## config.mk

```make
export PLATFORM = sky130hd
export DESIGN_NAME = dogx_startup_sequencer
export DESIGN_NICKNAME = d
export VERILOG_FILES = /design/src/rtl/dogx_seq_pkg.sv /design/src/rtl/dogx_offset_averager.sv /design/src/rtl/dogx_startup_sequencer.sv
export SDC_FILE = /design/constraint.sdc
export NUM_CORES = 1
export LEC_CHECK = 0
export CORE_ASPECT_RATIO = 1.5
export CORE_UTILIZATION = 55
export CTS_BUF_LIST = sky130_fd_sc_hd__clkbuf_4 sky130_fd_sc_hd__clkbuf_8
export DETAILED_ROUTE_END_ITERATION = 12
export GPL_TIMING_DRIVEN = 0
export HOLD_SLACK_MARGIN = 0.15
export PLACE_DENSITY = 0.85
export SLEW_MARGIN = 30
export SYNTH_ARGS = -nofsm -noshare
export SYNTH_HDL_FRONTEND = slang
export SYNTH_SLANG_ARGS = --single-unit
```

## constraint.sdc

```tcl
create_clock -name CLK_24M -period 7 [get_ports CLK_24M]
set_input_delay 1.75 -clock CLK_24M [delete_from_list [all_inputs] [get_ports CLK_24M]]
set_output_delay 1.75 -clock CLK_24M [all_outputs]
set_load 0.01 [all_outputs]
```

## src/rtl/dogx_seq_pkg.sv

```systemverilog
// Shared types and default timing for the DOGX startup sequencer.
package dogx_seq_pkg;

  localparam int CONV_W  = 11;
  localparam int TIMER_W = 16;

  localparam int T_BG_DEF         = 2400;
  localparam int T_DLL_EN_DEF     = 240;
  localparam int T_LOCK_MAX_DEF   = 4800;
  localparam int LOCK_FILT_DEF    = 16;
  localparam int T_CONV_RST_DEF   = 64;
  localparam int SKIP_SAMPLES_DEF = 4;
  localparam int CAL_LOG2_DEF     = 8;

  typedef enum logic [2:0] {
    ST_IDLE      = 3'd0,
    ST_BG_SETTLE = 3'd1,
    ST_DLL_START = 3'd2,
    ST_DLL_LOCK  = 3'd3,
    ST_CONV_RST  = 3'd4,
    ST_CAL       = 3'd5,
    ST_RUN       = 3'd6
  } state_e;

endpackage

```

## src/rtl/dogx_offset_averager.sv

```systemverilog
// Averages converter samples after discarding the first few following reset release.
module dogx_offset_averager
  import dogx_seq_pkg::*;
#(
  parameter int SKIP_SAMPLES = SKIP_SAMPLES_DEF,
  parameter int CAL_LOG2     = CAL_LOG2_DEF
) (
  input  logic              clk_i,
  input  logic              rst_ni,
  input  logic              start_i,
  input  logic              clear_i,
  input  logic              active_i,
  input  logic              sample_valid_i,
  input  logic [CONV_W-1:0] data_i,
  output logic              done_o,
  output logic [CONV_W-1:0] result_o
);

  localparam int ACC_W  = CONV_W + CAL_LOG2;
  localparam int SKIP_W = $clog2(SKIP_SAMPLES + 2);
  localparam logic [SKIP_W-1:0]   SKIP_LIM = SKIP_W'(SKIP_SAMPLES);
  localparam logic [CAL_LOG2-1:0] CNT_LAST = {CAL_LOG2{1'b1}};

  logic [SKIP_W-1:0]       skip_q, skip_d;
  logic [CAL_LOG2-1:0]     cnt_q, cnt_d;
  logic signed [ACC_W-1:0] acc_q, acc_d;
  logic signed [ACC_W-1:0] sum_s, shr_s;
  logic [CONV_W-1:0]       result_q, result_d;
  logic                    done_q, done_d;

  // Next-state for skip/sample counters, accumulator and the held result.
  always_comb begin
    skip_d   = skip_q;
    cnt_d    = cnt_q;
    acc_d    = acc_q;
    result_d = result_q;
    done_d   = done_q;
    sum_s    = acc_q + {{CAL_LOG2{data_i[CONV_W-1]}}, data_i};
    shr_s    = sum_s >>> CAL_LOG2;
    if (start_i) begin
      // A new calibration invalidates the previous estimate's done flag,
      // but the estimate itself stays visible until replaced.
      skip_d = {SKIP_W{1'b0}};
      cnt_d  = {CAL_LOG2{1'b0}};
      acc_d  = {ACC_W{1'b0}};
      done_d = 1'b0;
    end else if (clear_i) begin
      skip_d = {SKIP_W{1'b0}};
      cnt_d  = {CAL_LOG2{1'b0}};
      acc_d  = {ACC_W{1'b0}};
    end else if (active_i && sample_valid_i && !done_q) begin
      if (skip_q != SKIP_LIM) begin
        skip_d = skip_q + SKIP_W'(1);
      end else begin
        acc_d = sum_s;
        cnt_d = cnt_q + CAL_LOG2'(1);
        if (cnt_q == CNT_LAST) begin
          result_d = shr_s[CONV_W-1:0];
          done_d   = 1'b1;
        end else begin
          done_d = 1'b0;
        end
      end
    end else begin
      done_d = done_q;
    end
  end

  // Averager state registers.
  always_ff @(posedge clk_i or negedge rst_ni) begin
    if (!rst_ni) begin
      skip_q   <= {SKIP_W{1'b0}};
      cnt_q    <= {CAL_LOG2{1'b0}};
      acc_q    <= {ACC_W{1'b0}};
      result_q <= {CONV_W{1'b0}};
      done_q   <= 1'b0;
    end else begin
      skip_q   <= skip_d;
      cnt_q    <= cnt_d;
      acc_q    <= acc_d;
      result_q <= result_d;
      done_q   <= done_d;
    end
  end

  assign done_o   = done_q;
  assign result_o = result_q;

endmodule

```

## src/rtl/dogx_startup_sequencer.sv

```systemverilog
// Timer-driven power-up and offset-calibration sequencer for the DOGX converter.
module dogx_startup_sequencer
  import dogx_seq_pkg::*;
#(
  parameter int T_BG         = T_BG_DEF,
  parameter int T_DLL_EN     = T_DLL_EN_DEF,
  parameter int T_LOCK_MAX   = T_LOCK_MAX_DEF,
  parameter int LOCK_FILT    = LOCK_FILT_DEF,
  parameter int T_CONV_RST   = T_CONV_RST_DEF,
  parameter int SKIP_SAMPLES = SKIP_SAMPLES_DEF,
  parameter int CAL_LOG2     = CAL_LOG2_DEF
) (
  input  logic              CLK_24M,
  input  logic              reset,
  input  logic              enable,
  input  logic              cal_bypass,
  input  logic              dll_lock,
  input  logic              sample_valid,
  input  logic [CONV_W-1:0] converter_output,
  output logic              bg_en,
  output logic              dll_en,
  output logic              dll_fb_en,
  output logic              conv_reset,
  output logic              cal_active,
  output logic [CONV_W-1:0] offset_est,
  output logic              cal_done,
  output logic              lock_timeout,
  output logic              ready,
  output logic [2:0]        state_o
);

  localparam int FILT_W = $clog2(LOCK_FILT + 1);
  localparam logic [FILT_W-1:0] FILT_LAST = FILT_W'(LOCK_FILT - 1);

  state_e              state_q, state_d;
  logic [TIMER_W-1:0]  timer_q, timer_d;
  logic [FILT_W-1:0]   filt_q, filt_d;
  logic                lock_timeout_q, lock_timeout_d;
  logic                bg_en_q, bg_en_d, dll_en_q, dll_en_d, dll_fb_en_q, dll_fb_en_d;
  logic                conv_reset_q, conv_reset_d, cal_active_q, cal_active_d;
  logic                ready_q, ready_d;
  logic                abort_s, timer_zero_s, lock_hit_s, entry_s;
  logic                cal_start_s, cal_done_s;

  // Dwell minus one, so a state loaded with T leaves after exactly T cycles.
  function automatic logic [TIMER_W-1:0] timer_load(input state_e st);
    case (st)
      ST_BG_SETTLE: return TIMER_W'(T_BG - 1);
      ST_DLL_START: return TIMER_W'(T_DLL_EN - 1);
      ST_DLL_LOCK:  return TIMER_W'(T_LOCK_MAX - 1);
      ST_CONV_RST:  return TIMER_W'(T_CONV_RST - 1);
      default:      return {TIMER_W{1'b0}};
    endcase
  endfunction

  // Next state, shared timer, lock filter and sticky timeout flag.
  always_comb begin
    state_d        = state_q;
    lock_timeout_d = lock_timeout_q;
    abort_s        = !enable && (state_q != ST_IDLE);
    timer_zero_s   = (timer_q == {TIMER_W{1'b0}});
    lock_hit_s     = (state_q == ST_DLL_LOCK) && dll_lock && (filt_q == FILT_LAST);
    if (abort_s) begin
      state_d = ST_IDLE;
    end else begin
      case (state_q)
        ST_IDLE:      state_d = enable ? ST_BG_SETTLE : ST_IDLE;
        ST_BG_SETTLE: state_d = timer_zero_s ? ST_DLL_START : ST_BG_SETTLE;
        ST_DLL_START: state_d = timer_zero_s ? ST_DLL_LOCK : ST_DLL_START;
        ST_DLL_LOCK: begin
          // A lock seen on the last timeout cycle wins over the timeout.
          if (lock_hit_s) begin
            state_d = ST_CONV_RST;
          end else if (timer_zero_s) begin
            state_d        = ST_CONV_RST;
            lock_timeout_d = 1'b1;
          end else begin
            state_d = ST_DLL_LOCK;
          end
        end
        ST_CONV_RST: begin
          if (timer_zero_s) begin
            state_d = cal_bypass ? ST_RUN : ST_CAL;
          end else begin
            state_d = ST_CONV_RST;
          end
        end
        ST_CAL:  state_d = cal_done_s ? ST_RUN : ST_CAL;
        ST_RUN:  state_d = ST_RUN;
        default: state_d = ST_IDLE;
      endcase
    end

    entry_s     = (state_d != state_q);
    cal_start_s = entry_s && (state_d == ST_CAL);

    if (entry_s) begin
      timer_d = timer_load(state_d);
    end else if (!timer_zero_s) begin
      timer_d = timer_q - TIMER_W'(1);
    end else begin
      timer_d = timer_q;
    end

    if (!abort_s && (state_q == ST_DLL_LOCK) && dll_lock) begin
      filt_d = filt_q + FILT_W'(1);
    end else begin
      filt_d = {FILT_W{1'b0}};
    end

    if (entry_s && (state_d == ST_BG_SETTLE)) begin
      lock_timeout_d = 1'b0;
    end else begin
      lock_timeout_d = lock_timeout_d;
    end
  end

  // Output decode from the next state so registered outputs track state_q.
  always_comb begin
    bg_en_d      = 1'b1;
    dll_en_d     = 1'b1;
    dll_fb_en_d  = 1'b1;
    conv_reset_d = 1'b0;
    cal_active_d = 1'b0;
    ready_d      = 1'b0;
    case (state_d)
      ST_IDLE: begin
        bg_en_d      = 1'b0;
        dll_en_d     = 1'b0;
        dll_fb_en_d  = 1'b0;
        conv_reset_d = 1'b1;
      end
      ST_BG_SETTLE: begin
        dll_en_d     = 1'b0;
        dll_fb_en_d  = 1'b0;
        conv_reset_d = 1'b1;
      end
      ST_DLL_START: begin
        dll_fb_en_d  = 1'b0;
        conv_reset_d = 1'b1;
      end
      ST_DLL_LOCK: conv_reset_d = 1'b1;
      ST_CONV_RST: conv_reset_d = 1'b1;
      ST_CAL:      cal_active_d = 1'b1;
      ST_RUN:      ready_d      = 1'b1;
      default: begin
        bg_en_d      = 1'b0;
        dll_en_d     = 1'b0;
        dll_fb_en_d  = 1'b0;
        conv_reset_d = 1'b1;
      end
    endcase
  end

  // State, timer, filter and registered outputs.
  always_ff @(posedge CLK_24M or negedge reset) begin
    if (!reset) begin
      state_q        <= ST_IDLE;
      timer_q        <= {TIMER_W{1'b0}};
      filt_q         <= {FILT_W{1'b0}};
      lock_timeout_q <= 1'b0;
      bg_en_q        <= 1'b0;
      dll_en_q       <= 1'b0;
      dll_fb_en_q    <= 1'b0;
      conv_reset_q   <= 1'b1;
      cal_active_q   <= 1'b0;
      ready_q        <= 1'b0;
    end else begin
      state_q        <= state_d;
      timer_q        <= timer_d;
      filt_q         <= filt_d;
      lock_timeout_q <= lock_timeout_d;
      bg_en_q        <= bg_en_d;
      dll_en_q       <= dll_en_d;
      dll_fb_en_q    <= dll_fb_en_d;
      conv_reset_q   <= conv_reset_d;
      cal_active_q   <= cal_active_d;
      ready_q        <= ready_d;
    end
  end

  dogx_offset_averager #(
    .SKIP_SAMPLES(SKIP_SAMPLES),
    .CAL_LOG2    (CAL_LOG2)
  ) u_avg (
    .clk_i         (CLK_24M),
    .rst_ni        (reset),
    .start_i       (cal_start_s),
    .clear_i       (abort_s),
    .active_i      (state_q == ST_CAL),
    .sample_valid_i(sample_valid),
    .data_i        (converter_output),
    .done_o        (cal_done_s),
    .result_o      (offset_est)
  );

  assign bg_en        = bg_en_q;
  assign dll_en       = dll_en_q;
  assign dll_fb_en    = dll_fb_en_q;
  assign conv_reset   = conv_reset_q;
  assign cal_active   = cal_active_q;
  assign cal_done     = cal_done_s;
  assign lock_timeout = lock_timeout_q;
  assign ready        = ready_q;
  assign state_o      = state_q;

endmodule

```

# Yosys cells after proc, flatten, opt, wreduce, memory -nomap -nowiden

Index checks and enable logic that the tools add are counted.

Equal/unequal tests: 22
Add/sub/neg operators: 5
Mux-type cells: 42
Reductions and logical operators: 29
Bitwise logic cells: 3

Operator list:

| operator                                               | count |
|---|---|
| two-way mux 19 bit                                     | 4 |
| case mux 13 bit (4 select lines)                       | 1 |
| two-way mux 16 bit                                     | 2 |
| two-way mux 8 bit                                      | 4 |
| two-way mux 3 bit                                      | 7 |
| case mux 3 bit (7 select lines)                        | 1 |
| adder 19 bit                                           | 1 |
| == test 3 bit (second input constant)                  | 6 |
| two-way mux 1 bit                                      | 18 |
| zero test 16 bit                                       | 1 |
| subtractor 16 x 1 -> 16 bit (second input constant)    | 1 |
| == test 3 x 2 -> 1 bit (second input constant)         | 4 |
| logical AND 1 bit                                      | 9 |
| nonzero test 3 bit                                     | 3 |
| adder 8 x 1 -> 8 bit (second input constant)           | 1 |
| == test 8 bit (second input constant)                  | 1 |
| two-way mux 2 bit                                      | 4 |
| inequality test 2 x 1 -> 1 bit (second input constant) | 4 |
| == test 3 x 1 -> 1 bit (second input constant)         | 2 |
| inequality test 3 bit (second input constant)          | 2 |
| nonzero test 2 bit                                     | 3 |
| OR reduction 6 bit                                     | 1 |
| adder 5 x 1 -> 5 bit (second input constant)           | 1 |
| == test 5 x 4 -> 1 bit (second input constant)         | 1 |
| other kinds (14)                                       | 19 |

Output and inout port bits: 22
Input port bits: 17
Bits in registers: 73

# Logic depth before layout (Yosys ltp)

Gate-level depths: netlist (run 1).

Depth in word-level cells: 10
Depth in mapped cells: 12
Depth with buffers taken out: 11

# Modules after synthesis

Synthesis (run 1) repeated with hierarchy kept, for this count alone.

Cells, all modules: 491
Area total of the unflattened synthesis: 4578.1 µm²

By module, submodules not included:

| module                 | area each (µm²) | sequential area each (µm²) | instances | cells an instance |
|---|---|---|---|---|
| dogx_offset_averager   | 2693.8          | 1051.0                     | 1         | 296 |
| dogx_startup_sequencer | 1884.3          | 777.0                      | 1         | 195 |

# Worst setup path before layout (run 1)

OpenSTA, ideal clock, no wires.

Path type: in2reg
Start point: in converter_output[0]
End point: reg u_avg.acc_q[18]
Stages: 10
Arrival time: 3.879 ns
Data required time: 6.922 ns
Path slack: 3.044 ns
Setup time: 0.078 ns
Path through: ha_1 > fa_1 > a21oi_1 > o221ai_1 > and4_1 > o2111ai_1 > a31oi_1 > xor2_1 > a221o_1 > a21oi_1

Word-level cells in the longest chain between the ends: 5

Ends and longest elaborated chain:

| what                   | line                         | text |
|---|---|---|
| start: declaration     | dogx_startup_sequencer.sv:19 | `input logic [CONV_W-1:0] converter_output,` |
| adder 19 bit           | dogx_offset_averager.sv:38   | `sum_s = acc_q + {{CAL_LOG2{data_i[CONV_W-1]}}, data_i};` |
| two-way mux 19 bit     | dogx_offset_averager.sv:52   | `if (skip_q != SKIP_LIM) begin` |
| two-way mux 19 bit     | dogx_offset_averager.sv:51   | `end else if (active_i && sample_valid_i && !done_q) begin` |
| two-way mux 19 bit     | dogx_offset_averager.sv:47   | `end else if (clear_i) begin` |
| two-way mux 19 bit     | dogx_offset_averager.sv:40   | `if (start_i) begin` |
| end signal: assignment | dogx_offset_averager.sv:74   | `acc_q <= {ACC_W{1'b0}};` |
| end: declaration       | dogx_offset_averager.sv:26   | `logic signed [ACC_W-1:0] acc_q, acc_d;` |

No other way between the ends. The select of a mux whose other input is x is not followed.
A chain may end at the register's enable or synchronous reset.

# Worst setup path in the final report (run 1)

Same ends and word-level chain as after synthesis.

==> results of run 1 <==
==> sequential cells by signal, summed over array words and instances, names as in the netlist <==
signal,flops
u_avg.acc_q,19
dll_fb_en,1
bg_en,1
ready,1
u_avg.skip_q,3
u_avg.done_o,1
dll_en,1
u_avg.result_o,11
conv_reset,1
lock_timeout,1
timer_q,16
state_o,3
filt_q,5
u_avg.cnt_q,8
cal_active,1
==> cell type report <==
| type | instances | area (µm²) | area share [%] |
|---|---|---|---|
| buffer | 17 | 68.82 | 1.358 |
| clock buffer | 11 | 151.4 | 2.987 |
| clock inverter | 5 | 53.80 | 1.061 |
| inverter | 13 | 48.80 | 0.9627 |
| multi-input combinational | 364 | 2385 | 47.05 |
| sequential | 73 | 1828 | 36.07 |
| tap | 102 | 127.6 | 2.518 |
| timing repair buffer | 39 | 405.4 | 7.998 |
==> layer usage <==
layer | GRT usage [%] | share of wire (%) | up-vias
li1 | - | - | 1751
met1 | 30.98 | 41 | 1777
met2 | 43.30 | 52 | 89
met3 | 5.818 | 3.9 | 23
met4 | 11.07 | 2.7 | 0
met5 | 0 | 0 | -
==> cells in the mapped netlist (3+ instances only) <==
cell type  count  area share, %
nand2_1       59            5.1
dfrtp_1       72             42
a21o_1         6            1.0
nand4_1        3           0.43
nor2_1        52            4.5
and4_1         3           0.61
mux2_2         7            1.8
nor2b_1        7            1.0
xor2_1        16            3.2
o22ai_1        4           0.58
inv_1         13            1.1
a211oi_1       4           0.69
nand2b_1       7            1.0
clkbuf_1      12            1.0
o21ai_1        3           0.35
and2_1         7            1.0
o21ai_0       15            1.7
mux2i_1        4           0.92
ha_1          24            6.9
a31oi_1        6           0.87
or2_2          4           0.58
xnor2_1       24            4.9
a21oi_1       34            3.9
o31ai_1        4           0.69
nor3_1        12            1.4
buf_2          4           0.46
o211ai_1       4           0.69
nand3_1       10            1.2
nand3b_1       3           0.52
and3_1         4           0.58
==> power by group <==
part           leakage, nW  internal (W)  switching (W)  total (W)
logic                 1.18      0.000154       0.000215   0.000369
clock network        0.109      0.000183       0.000160   0.000343
registers            0.993      0.000463      0.0000385   0.000501
==> worst max-delay path: cells and delay by family <==
| family | cells | cell delay, ps |
|---|---|---|
| buf+inv | 1 | 420 |
| fa+ha+maj | 2 | 640 |
| compound gates | 6 | 1430 |
| simple gates | 1 | 290 |
| xor+xnor | 1 | 200 |
==> per-stage QoR <==
| step | utilization, % | hold WS (ps) | cell area [µm²] | std cells |
|---|---|---|---|---|
| floorplan | - | 432.9 | 4330 | 467 |
| global placement | 63.56 | 443.1 | 4838 | 607 |
| detailed placement | 63.89 | 459.4 | 4863 | 608 |
| CTS | 66.58 | 469.2 | 5069 | 624 |
| global route | 66.58 | 503.9 | 5069 | 624 |
| finish | 66.58 | 474.4 | 5069 | 624 |
==> final timing paths <==
path                                         from                          end  slack, ps
hold reg to reg               filt_q[0]$_DFF_PN0_          filt_q[0]$_DFF_PN0_        470
setup reg to reg           timer_q[0]$_DFFE_PN0P_       timer_q[3]$_DFFE_PN0P_       3590
setup / recovery              converter_output[0]  u_avg.acc_q[18]$_DFFE_PN0P_       2570
min in group asynchronous                   reset       timer_q[5]$_DFFE_PN0P_       1300
max in group asynchronous                   reset  u_avg.skip_q[2]$_DFFE_PN0P_       5150
hold / removal                filt_q[0]$_DFF_PN0_          filt_q[0]$_DFF_PN0_        470
==> logic make-up after synthesis <==
kind of cell | synth area share, %
adders and majority gates | 7.397
DFF | 42.21
muxes | 3.092
xor gates and xnor gates | 8.090
AOI/OAI and AO/OA | 14.68
buffers and inverters | 2.716
and+or+nand+nor | 21.81
==> qor.csv, run 1 <==
metric;value;unit
ys.flop_type;dfrtp_1;
clock_latency;360;ps
dpl_worst_slack;2243;ps
wl_per_cell;15.72;µm
min_path_cells;1;
drc;0;
power.total;0.001213;W
path_class;input port to flop;
synth.avg_cell_area;9.273;µm²
rows;39;
finalSetupViolCount;0;
drive_above_1_share;8.812;%
worst_slack;2565;ps
pwr_density_cell;239.4;nW/µm²
grt_pass1_wl;16390;µm
cts_buffers;9;
max_cap_violations;0;
synth-edff-count;0;
design.core.area;7612;µm²
antenna_cells;0;
syn_nets;509;
dp_hpwl;7172;µm
crit_path_start_kind;input port;
die_w;74.45;µm
post_cts_buffers;0;
yosysUniqueCellTypes;64;
fillCellCount;639;
synth_area;4330;µm²
peakVddDrop;151.9;µV
drv_slew;0;
grt_max_degree;48;
period_share;63.36;%
layout_common_cells;72 x dfrtp_1, 59 x nand2_1, 52 x nor2_1;
fin_nets;559;
leakage;2.284;nW
outcome;finished, final reports clean;
timing.critical_path.slowest_stage_cell;clkdlybuf4s50_1;
area_growth;17.05;%
place.port_buffers;38;
setup_tns;0;ps
finClkSkew;6.721;ps
path_cells;clkdlybuf4s50_1 > ha_1 > fa_1 > a21oi_1 > o221ai_1 > and4_1 > o2111ai_1 > a31oi_1 > xor2_1 > a221o_1 > a21oi_1;
netlist_instances;467;
ys_ff_latch;73;
routed_wl;9810;µm
grt.total_usage;25.86;%
cts_resized;0;
ant_nets;0;
post-route-min-period;4435;ps
clk_path_buf_depth;2;
ys_seq_area_share;42.21;%
antenna_found_initial;0;
drt_iter0_drc;226;
layout_commonest_cell;dfrtp_1;
yosys_warnings;0;
slew_headroom;35.17;%
critPathMaxFanout;3;
async_flop_share;100.0;%
setup.worst_path.end_class;flop;
grt_overflow;0;
max_freq;225.5;MHz
tritoncts;yes;
cp_common_cell;a21oi_1;
dieArea;8240;µm²
arrival;4730;ps
place_congestion;0.9640;
rr_worst_depth;11;
num_vias;3640;
via_per_inst;5.833;
cts.clk_slew.worst_paths;80;ps
hold_buffers;0;
die-height;110.7;µm
cts_max_level;3;
start_util;56.89;%
final_hold_viol_count;0;
clock-sinks;73;
first_pass_iters;4;
hold_class;flop to flop;
cp.required;7290;ps
clockRootBuffer;clkbuf_8;
tightest_slew;969.9;ps
grt_pass1_vias;3633;
rsz0062_at_grt;false;
ios;39;
max_stage_delay;420;ps
No activity file was read; power rests on OpenSTA's default activity.
==> inputs of run 2 (changes only) <==
--- a/config.mk
+++ b/config.mk
@@ -6,12 +6,12 @@
 export NUM_CORES = 1
 export LEC_CHECK = 0
 export CORE_ASPECT_RATIO = 1.5
-export CORE_UTILIZATION = 55
+export CORE_UTILIZATION = 54
 export CTS_BUF_LIST = sky130_fd_sc_hd__clkbuf_4 sky130_fd_sc_hd__clkbuf_8
 export DETAILED_ROUTE_END_ITERATION = 12
 export GPL_TIMING_DRIVEN = 0
 export HOLD_SLACK_MARGIN = 0.15
-export PLACE_DENSITY = 0.85
+export PLACE_DENSITY = 0.87
 export SLEW_MARGIN = 30
 export SYNTH_ARGS = -nofsm -noshare
 export SYNTH_HDL_FRONTEND = slang
==> constraint.sdc (replaced) <==
create_clock -name CLK_24M -period 3.76 [get_ports CLK_24M]
set_input_delay 0.94 -clock CLK_24M [delete_from_list [all_inputs] [get_ports CLK_24M]]
set_output_delay 0.94 -clock CLK_24M [all_outputs]
set_load 0.01 [all_outputs]
==> run 2 against run 1 <==
Power up 98%. Register-to-register slack worse by 3200 ps. Sequential power rose by 86%. Combinational power is 88% higher. Routed wire length is 0.72% higher. Setup slack got worse by 2500 ps. Via count grew 0.80%. Cell area rose by 0.94%. Clock skew is 6.1 ps higher. First-iteration DRC count is 14% lower. Cell count did not move. Highest routed layer unchanged.
==> qor.csv, run 2 (synthesized netlist as in run 1, its figures left out) <==
metric;value;unit
final_hold_viol_count;0;
clk_path_buf_depth;2;
crit_path_start_kind;input port;
arrival;3930;ps
outcome;finished, final reports clean;
ios;39;
clock-sinks;73;
num_vias;3669;
peakVddDrop;283.4;µV
cts_resized;0;
dp_hpwl;7197;µm
cts_max_level;3;
area_growth;18.15;%
largest_register_ffs;19;
r2r_start;timer_q[1]$_DFFE_PN0P_;
cts.clk_slew.worst_paths;90;ps
ant_nets;0;
rsz0062_at_grt;false;
fin_nets;559;
clockRootBuffer;clkbuf_8;
rr_worst_depth;11;
tritoncts;yes;
drive_above_1_share;8.812;%
antenna_found_initial;0;
layout_common_cells;72 x dfrtp_1, 59 x nand2_1, 52 x nor2_1;
placed_area;4863;µm²
worst_slack;114.6;ps
timing.rr.end;timer_q[3]$_DFFE_PN0P_;
post_cts_buffers;0;
antenna_cells;0;
start_util;56.17;%
period_share;96.95;%
postLayoutCellArea;5116;µm²
design.core.area;7710;µm²
tightest_slew;933.3;ps
top_register;u_avg.acc_q;
critPathMaxFanout;3;
finClkSkew;12.87;ps
layout_commonest_cell;dfrtp_1;
max_cap_violations;0;
clock_latency;360;ps
setup.worst_path.end_class;flop;
drt_iter0_drc;194;
first_pass_iters;5;
finalSetupViolCount;0;
hold_buffers;0;
leakage;2.298;nW
path_class;input port to flop;
die_w;75.12;µm
routed_wl;9881;µm
post-route-min-period;3645;ps
drv_slew;0;
grt_pass1_vias;3581;
max_freq;274.3;MHz
grt_pass1_wl;16300;µm
hold_class;input port to asynchronous set/reset pin;
wl_per_cell;15.83;µm
rrSetupSlack;390;ps
grt_max_degree;53;
die-height;111.7;µm
grt.total_usage;25.55;%
place_congestion;0.8492;
cts_buffers;9;
rows;39;
grt_overflow;0;
dieArea;8388;µm²
via_per_inst;5.880;
place.port_buffers;38;
dpl_worst_slack;-205.3;ps
cp.required;4040;ps
pwr_density_cell;469.3;nW/µm²
slew_headroom;37.62;%
drc;0;
[run 2: how the worst max path moves through the flow]
stage | from | to | slack, ps | cells past startpoint
3_3_place_gp | reset | u_avg.acc_q[2]$_DFFE_PN0P_ | -650 | 1
5_1_grt | converter_output[0] | u_avg.acc_q[18]$_DFFE_PN0P_ | 10 | 11
3_5_place_dp | converter_output[0] | u_avg.acc_q[18]$_DFFE_PN0P_ | -210 | 11
4_1_cts | converter_output[0] | u_avg.acc_q[18]$_DFFE_PN0P_ | 130 | 11
6_report | converter_output[0] | u_avg.acc_q[18]$_DFFE_PN0P_ | 110 | 11
2_1_floorplan | converter_output[0] | u_avg.acc_q[18]$_DFFE_PN0P_ | 610 | 10
[run 2: layout make-up]
class / instances / area (µm²)
Buffer: 17 / 68.82
Clock buffer: 10 / 137.6
Clock inverter: 6 / 115.1
Fill cell: 640 / 2594
Inverter: 13 / 48.80
Multi-Input combinational cell: 364 / 2385
Sequential cell: 73 / 1828
Tap cell: 102 / 127.6
Timing Repair Buffer: 39 / 405.4
[run 2: per-layer routing]
| metal | wire length [µm] | global-route usage (%) | vias up |
|---|---|---|---|
| met4 | 227 | 9.686 | 0 |
| met5 | 0 | 0 | - |
| met3 | 472 | 5.520 | 21 |
| met2 | 5292 | 43.84 | 119 |
| met1 | 3888 | 30.39 | 1795 |
| li1 | - | - | 1734 |
[run 2: power breakdown]
| part | internal, W | switching, W |
|---|---|---|
| Clock | 0.000461 | 0.000313 |
| Sequential | 0.000862 | 0.0000725 |
| Combinational | 0.000286 | 0.000407 |
[run 2: worst max-delay path, cell delays in order]
cell             delay [ps]
clkdlybuf4s50_1         430
ha_1                    240
fa_1                    410
a21oi_1                 270
o221ai_1                260
and4_1                  270
o2111ai_1               280
a31oi_1                 150
xor2_1                  190
a221o_1                 350
a21oi_1                 140
[run 2: metrics by stage]
step | hold slack (ps) | utilization, % | power (W) | TNS, ps | cells
2_1_floorplan | 432.9 | - | 0.001431 | 0 | 467
3_3_place_gp | 444.6 | 62.76 | 0.001596 | -46900 | 607
3_5_place_dp | 457.8 | 63.08 | 0.001629 | -278.0 | 608
4_1_cts | 468.1 | 66.36 | 0.002400 | 0 | 624
5_1_grt | 474.2 | 66.36 | 0.002527 | 0 | 624
6_report | 466.5 | 66.36 | 0.002401 | 0 | 624
